$ cat src/rtl/dac_frame_seq.sv
// Purpose: two-entry sample buffer and frame sequencer that feeds the SPI serialiser load port.
// Latency: a sample accepted into an empty buffer with the sequencer idle produces spi_en two clk cycles later.
// Backpressure: s_ready drops while both buffer slots are occupied; a slot is only freed by an issued frame.

// Purpose: generic synchronous FIFO, registered occupancy count, no write-through bypass.
// Latency: a written entry is visible on rd_dat/rd_vld the cycle after the write edge.
// Backpressure: wr_rdy is low when full, even if a read happens in the same cycle.
module dac_fifo #(
    parameter int W     = 16,
    parameter int DEPTH = 2
) (
    input  logic         clk,
    input  logic         rst,
    input  logic         wr_vld,
    output logic         wr_rdy,
    input  logic [W-1:0] wr_dat,
    output logic         rd_vld,
    input  logic         rd_en,
    output logic [W-1:0] rd_dat
);
    localparam int PTR_W = (DEPTH > 1) ? $clog2(DEPTH) : 1;
    localparam int CNT_W = $clog2(DEPTH + 1);

    logic [W-1:0]     mem [DEPTH];
    logic [PTR_W-1:0] wr_ptr;
    logic [PTR_W-1:0] rd_ptr;
    logic [CNT_W-1:0] count;
    logic             push;
    logic             pop;

    // Ready comes purely from the registered count, so a full FIFO never takes a write
    // in the same cycle it is read.
    assign wr_rdy = (count != CNT_W'(DEPTH));
    assign rd_vld = (count != '0);
    assign push   = wr_vld && wr_rdy;
    assign pop    = rd_en && rd_vld;
    assign rd_dat = mem[rd_ptr];

    // Pointer and occupancy bookkeeping.
    always_ff @(posedge clk or posedge rst) begin
        if (rst) begin
            wr_ptr <= '0;
            rd_ptr <= '0;
            count  <= '0;
        end else begin
            if (push) begin
                wr_ptr <= (wr_ptr == PTR_W'(DEPTH - 1)) ? '0 : wr_ptr + 1'b1;
            end
            if (pop) begin
                rd_ptr <= (rd_ptr == PTR_W'(DEPTH - 1)) ? '0 : rd_ptr + 1'b1;
            end
            case ({push, pop})
                2'b10:   count <= count + 1'b1;
                2'b01:   count <= count - 1'b1;
                default: ;
            endcase
        end
    end

    // Storage array; contents are don't-care until written, so no reset.
    always_ff @(posedge clk) begin
        if (push) begin
            mem[wr_ptr] <= wr_dat;
        end
    end
endmodule

// Purpose: packs buffered {addr,sample} into {CMD,addr,sample} frames and paces them on the serialiser ss line.
// Latency: spi_en two cycles after a sample lands in an empty buffer; next frame waits MIN_GAP cycles after ss rises.
// Backpressure: s_ready = buffer not full; frames wait while spi_ss is low or the sequencer is not idle.
module dac_frame_seq #(
    parameter int         DATA_W  = 12,
    parameter int         ADDR_W  = 4,
    parameter logic [3:0] CMD     = 4'b0011,
    parameter int         MIN_GAP = 2,
    parameter int         TMO     = 8,
    localparam int        FRAME_W = 4 + ADDR_W + DATA_W
) (
    input  logic               clk,
    input  logic               rst,
    input  logic               s_valid,
    output logic               s_ready,
    input  logic [DATA_W-1:0]  s_data,
    input  logic [ADDR_W-1:0]  s_addr,
    input  logic               resync,
    output logic               spi_en,
    output logic               spi_clr,
    output logic [FRAME_W-1:0] spi_data,
    input  logic               spi_ss,
    output logic               busy,
    output logic               err,
    input  logic               err_clr,
    output logic [15:0]        frames_sent
);
    typedef struct packed {
        logic [ADDR_W-1:0] addr;
        logic [DATA_W-1:0] data;
    } entry_t;

    typedef enum logic [2:0] {
        IDLE,
        ISSUE,
        WAIT_LOW,
        BUSY,
        GAP
    } state_t;

    // One timer serves both the ss-low timeout and the inter-frame gap.
    localparam int TMR_MAX = (TMO > MIN_GAP) ? TMO : MIN_GAP;
    localparam int TMR_W   = $clog2(TMR_MAX + 1);

    state_t           state;
    logic [TMR_W-1:0] timer;
    entry_t           fifo_in;
    entry_t           fifo_out;
    logic             fifo_vld;
    logic             fifo_pop;
    logic             resync_pend;
    logic             issue_go;
    logic             tmo_hit;

    assign fifo_in.addr = s_addr;
    assign fifo_in.data = s_data;

    dac_fifo #(
        .W     ($bits(entry_t)),
        .DEPTH (2)
    ) u_fifo (
        .clk    (clk),
        .rst    (rst),
        .wr_vld (s_valid),
        .wr_rdy (s_ready),
        .wr_dat (fifo_in),
        .rd_vld (fifo_vld),
        .rd_en  (fifo_pop),
        .rd_dat (fifo_out)
    );

    // The issue only goes ahead if ss is still high; a foreign transfer that starts
    // while we are in ISSUE sends us back to IDLE with the entry kept.
    assign issue_go = (state == ISSUE) && spi_ss;
    assign fifo_pop = issue_go;
    assign tmo_hit  = (state == WAIT_LOW) && spi_ss && (timer == TMR_W'(TMO - 1));

    // Resync request latch: out of reset the first frame always carries clr; a new
    // request arriving on the issue cycle survives so the next frame also gets clr.
    always_ff @(posedge clk or posedge rst) begin
        if (rst) begin
            resync_pend <= 1'b1;
        end else if (resync) begin
            resync_pend <= 1'b1;
        end else if (issue_go) begin
            resync_pend <= 1'b0;
        end
    end

    // Sticky timeout flag; a timeout in the same cycle as a clear keeps the flag set.
    always_ff @(posedge clk or posedge rst) begin
        if (rst) begin
            err <= 1'b0;
        end else if (tmo_hit) begin
            err <= 1'b1;
        end else if (err_clr) begin
            err <= 1'b0;
        end
    end

    // Frame sequencer with all load-port outputs registered.
    always_ff @(posedge clk or posedge rst) begin
        if (rst) begin
            state       <= IDLE;
            timer       <= '0;
            spi_en      <= 1'b0;
            spi_clr     <= 1'b0;
            spi_data    <= '0;
            busy        <= 1'b0;
            frames_sent <= '0;
        end else begin
            spi_en <= 1'b0;
            case (state)
                IDLE: begin
                    if (fifo_vld && spi_ss) begin
                        state <= ISSUE;
                        busy  <= 1'b1;
                    end
                end
                ISSUE: begin
                    if (spi_ss) begin
                        spi_en   <= 1'b1;
                        spi_clr  <= resync_pend;
                        spi_data <= {CMD, fifo_out.addr, fifo_out.data};
                        timer    <= '0;
                        state    <= WAIT_LOW;
                    end else begin
                        state <= IDLE;
                        busy  <= 1'b0;
                    end
                end
                WAIT_LOW: begin
                    if (!spi_ss) begin
                        state <= BUSY;
                    end else if (timer == TMR_W'(TMO - 1)) begin
                        // Serialiser never took the frame: drop it, no retry.
                        state <= IDLE;
                        busy  <= 1'b0;
                    end else begin
                        timer <= timer + 1'b1;
                    end
                end
                BUSY: begin
                    if (spi_ss) begin
                        frames_sent <= frames_sent + 16'd1;
                        timer       <= '0;
                        if (MIN_GAP == 0) begin
                            state <= IDLE;
                            busy  <= 1'b0;
                        end else begin
                            state <= GAP;
                        end
                    end
                end
                GAP: begin
                    if (timer == TMR_W'(MIN_GAP - 1)) begin
                        state <= IDLE;
                        busy  <= 1'b0;
                    end else begin
                        timer <= timer + 1'b1;
                    end
                end
                default: begin
                    state <= IDLE;
                    busy  <= 1'b0;
                end
            endcase
        end
    end
endmodule

$ cat config.mk
export PLATFORM = sky130hd
export DESIGN_NAME = dac_frame_seq
export DESIGN_NICKNAME = d
export VERILOG_FILES = /design/src/rtl/dac_frame_seq.sv
export SDC_FILE = /design/constraint.sdc
export NUM_CORES = 1
export LEC_CHECK = 0
export BUFFER_PORTS_ARGS = -buffer_cell sky130_fd_sc_hd__buf_2
export CORE_ASPECT_RATIO = 1.1
export CORE_MARGIN = 1
export CORE_UTILIZATION = 50
export DETAILED_ROUTE_END_ITERATION = 7
export GPL_ROUTABILITY_DRIVEN = 0
export PLACE_DENSITY = 0.78
export SYNTH_ARGS = -nofsm -noshare
export SYNTH_HDL_FRONTEND = slang
export SYNTH_HIERARCHICAL = 1
export SYNTH_SLANG_ARGS = --single-unit
$ cat constraint.sdc
create_clock -name clk -period 1.9 [get_ports clk]
set_input_delay 0.38 -clock clk [delete_from_list [all_inputs] [get_ports clk]]
set_output_delay 0.38 -clock clk [all_outputs]
set_load 0.03 [all_outputs]
==> impl_metrics.py <==
metrics = {
    "run_status": {
        "status": "finished, final reports clean",
    },
    "critical_path": {
        "cp_top_family": "simple AND/OR/NAND/NOR gates",
        "critPathMaxStageDelay_ps": 470,
        "cp-end-kind": "register",
        "cp.required_ps": 2120,
        "crit_buf_inv": 1,
        "critPathLaunchType": "register",
        "cp_max_fo": 20,
        "slowest_stage": "dfrtp_1",
        "path_class": "reg2reg",
        "arrival_ps": 2000,
        "path_cells": "nor2b_1, nor3b_4, buf_4, mux2_2",
    },
    "die": {
        "core-area_um2": 6310,
        "die_h_um": 87.8,
        "initial_core_util": 0.531,
        "io_pins": 63,
        "die-area_um2": 7030,
        "rows": 30,
        "die_w_um": 80.0,
    },
    "routing": {
        "viasPerCell": 5.22,
        "wl_um": 5970,
        "drt-pass1-iter-count": 4,
        "wire_per_inst_um": 15.4,
        "drtIter0Drc": 107,
        "drtAntennaViolNets": 0,
        "drc": 0,
        "vias": 2024,
    },
    "clocking": {
        "cts_setup_buffers": 0,
        "cts.sinks": 81,
        "cts_buffer_depth": 2,
        "cts_buffers": 9,
        "cts.clk_slew.worst_paths_ps": 80,
        "root_buffer": "clkbuf_8",
        "cts_tree": "yes",
        "clk_latency_ps": 340,
        "ctsHoldBuffers": 1,
        "htreeDepth": 3,
        "post_cts_resized": 0,
    },
    "global_route": {
        "antenna_found_initial": 0,
        "grt_max_degree": 26,
        "grt_util_all_layers": 0.189,
        "grt_pass1_wl_um": 9690,
        "grt_overflow": 0,
        "grt_pass1_vias": 2025,
    },
    "sta": {
        "fin_crit_ps": 1770,
        "tns_ps": 0,
        "finalClockSkew_ps": 9.26,
        "slew_viol_final": 0,
        "hold_viol_final": 0,
        "fin_ws_ps": 129,
        "final.period_utilization": 0.932,
        "rsz0062_at_grt": "false",
        "max_freq_mhz": 565,
        "worst_hold_slack_ps": 217,
        "setup_viol": 0,
    },
    "synthesis": {
        "synthArstFlopShare": 0.605,
        "yosys_register_bits": 81,
        "synth_cell_type_count": 41,
        "yosysWarnings": 6,
        "synth_top_area_share": 0.359,
        "ys_top_cells_by_area": "dfrtp_1 (36%), edfxtp_1 (29%), mux2_2 (12%)",
        "synth_ff_type": "dfrtp_1",
        "synth.largest_area_cell": "dfrtp_1",
        "syn-cell-area_um2": 3350,
        "syn_inst": 234,
        "synth-edff-count": 32,
        "ys_seq_area_frac": 0.654,
        "synth_area_per_cell_um2": 14.3,
    },
    "power_and_ir_drop": {
        "powerDensity_nw_per_um2": 1580,
        "max-vdd-ir-drop_mv": 0.840,
        "finalPower_uw": 6350,
        "p_leak_uw": 0.00175,
    },
    "cells_and_area": {
        "num-nets-final": 329,
        "syn_to_final_growth_pct": 20.1,
        "postLayoutCellArea_um2": 4020,
        "diodes": 0,
        "drive_gt1_frac": 0.403,
    },
    "run": {
        "maxCapViolCount": 0,
    },
    "place": {
        "io_buffers": 60,
        "pre_cts_ws_ps": 62.8,
        "placed_area_um2": 3750,
        "dp_hpwl_um": 4090,
    },
    "min_path": {
        "hp-class": "in2reg",
    },
}
[worst register-to-register path: cells and delay by family, from the launching register on]
kind	cells	cell delay, ps
flops	1	470
buf+inv	1	310
mux	1	390
simple gates	2	490
[registers in the layout (all words and copies together), names as in the netlist]
name,cells
busy,1
u_fifo/rd_ptr,1
resync_pend,1
u_fifo/mem,32
spi_en,1
spi_clr,1
u_fifo/wr_ptr,1
timer,4
u_fifo/count,2
err,1
frames_sent,16
state,3
spi_data,17
[final cells by class]
cell class                 count  area (µm²)
fill                         477        2280
sequential                    81        2190
multi-input combinational    133        1060
timing repair buffer          68         375
clock inverter                 7         140
clock buffer                   9         124
tap                           80         100
inverter                      10        37.5
[synthesized netlist by cell type, types with 2 or more instances]
cell type and n:
mux2_2 35, a21oi_1 3, inv_1 10, nand2_1 15
xor2_1 5, nor2b_1 3, xnor2_1 15, and3_1 2
buf_6 2, nor3_1 2, nand4_1 4, ha_1 4
o211ai_1 2, edfxtp_1 32, buf_4 4, nand3b_1 3
buf_2 5, dfrtp_1 48, nand3_1 11, nor2_1 8
[logic make-up after synthesis]
| family | Yosys count | share of synthesized area |
|---|---|---|
| AO/OA/AOI/OAI | 13 | 0.0295 |
| XOR/XNOR | 20 | 0.0523 |
| adder cells (fa/ha/maj) | 4 | 0.0150 |
| buffers and inverters | 21 | 0.0344 |
| flip-flops | 81 | 0.654 |
| multiplexers | 35 | 0.118 |
| other | 1 | 0.00112 |
| AND/OR/NAND/NOR | 59 | 0.0961 |
[power by group]
part,switching [µW],internal (µW),total [µW]
Sequential,343,2350,2690
Clock,605,1010,1610
Combinational,1190,850,2040
Total,2140,4210,6350
[through the flow]
step / instances / utilization
after floorplan: 235 / -
after global placement: 371 / 0.594
after detailed placement: 371 / 0.594
after CTS: 388 / 0.638
after global routing: 388 / 0.638
final: 388 / 0.638
[placed cells by master (no fill, tap or decap), types with 4 or more instances in the layout]
master,count
buf_2,60
buf_4,6
bufinv_16,4
clkbuf_8,9
dfrtp_1,48
edfxtp_1,32
ha_1,4
inv_1,9
mux2_2,35
nand2_1,15
nand3_1,11
nand4_1,4
nor2_1,7
xnor2_1,15
xor2_1,5
[final timing paths]
check,startpoint,to,slack (ps),cells past startpoint
worst max-delay path,state[2],spi_clr,130,4
min in group asynchronous,rst,u_fifo/count[1],480,3
worst min register to register,frames_sent[15],frames_sent[15],480,1
max in group asynchronous,rst,frames_sent[4],790,4
worst min-delay path,s_data[0],u_fifo/mem[0][0],220,1
worst max register to register,state[2],spi_clr,130,4
[layer usage]
layer  wire length (µm)  GRT usage  vias up
li1                   -          -      960
met1               2590      0.229     1006
met2               3050      0.313       47
met3                195     0.0438       11
met4                140      0.106        0
met5                  0          0        -
(Power assumes the default switching activity.)
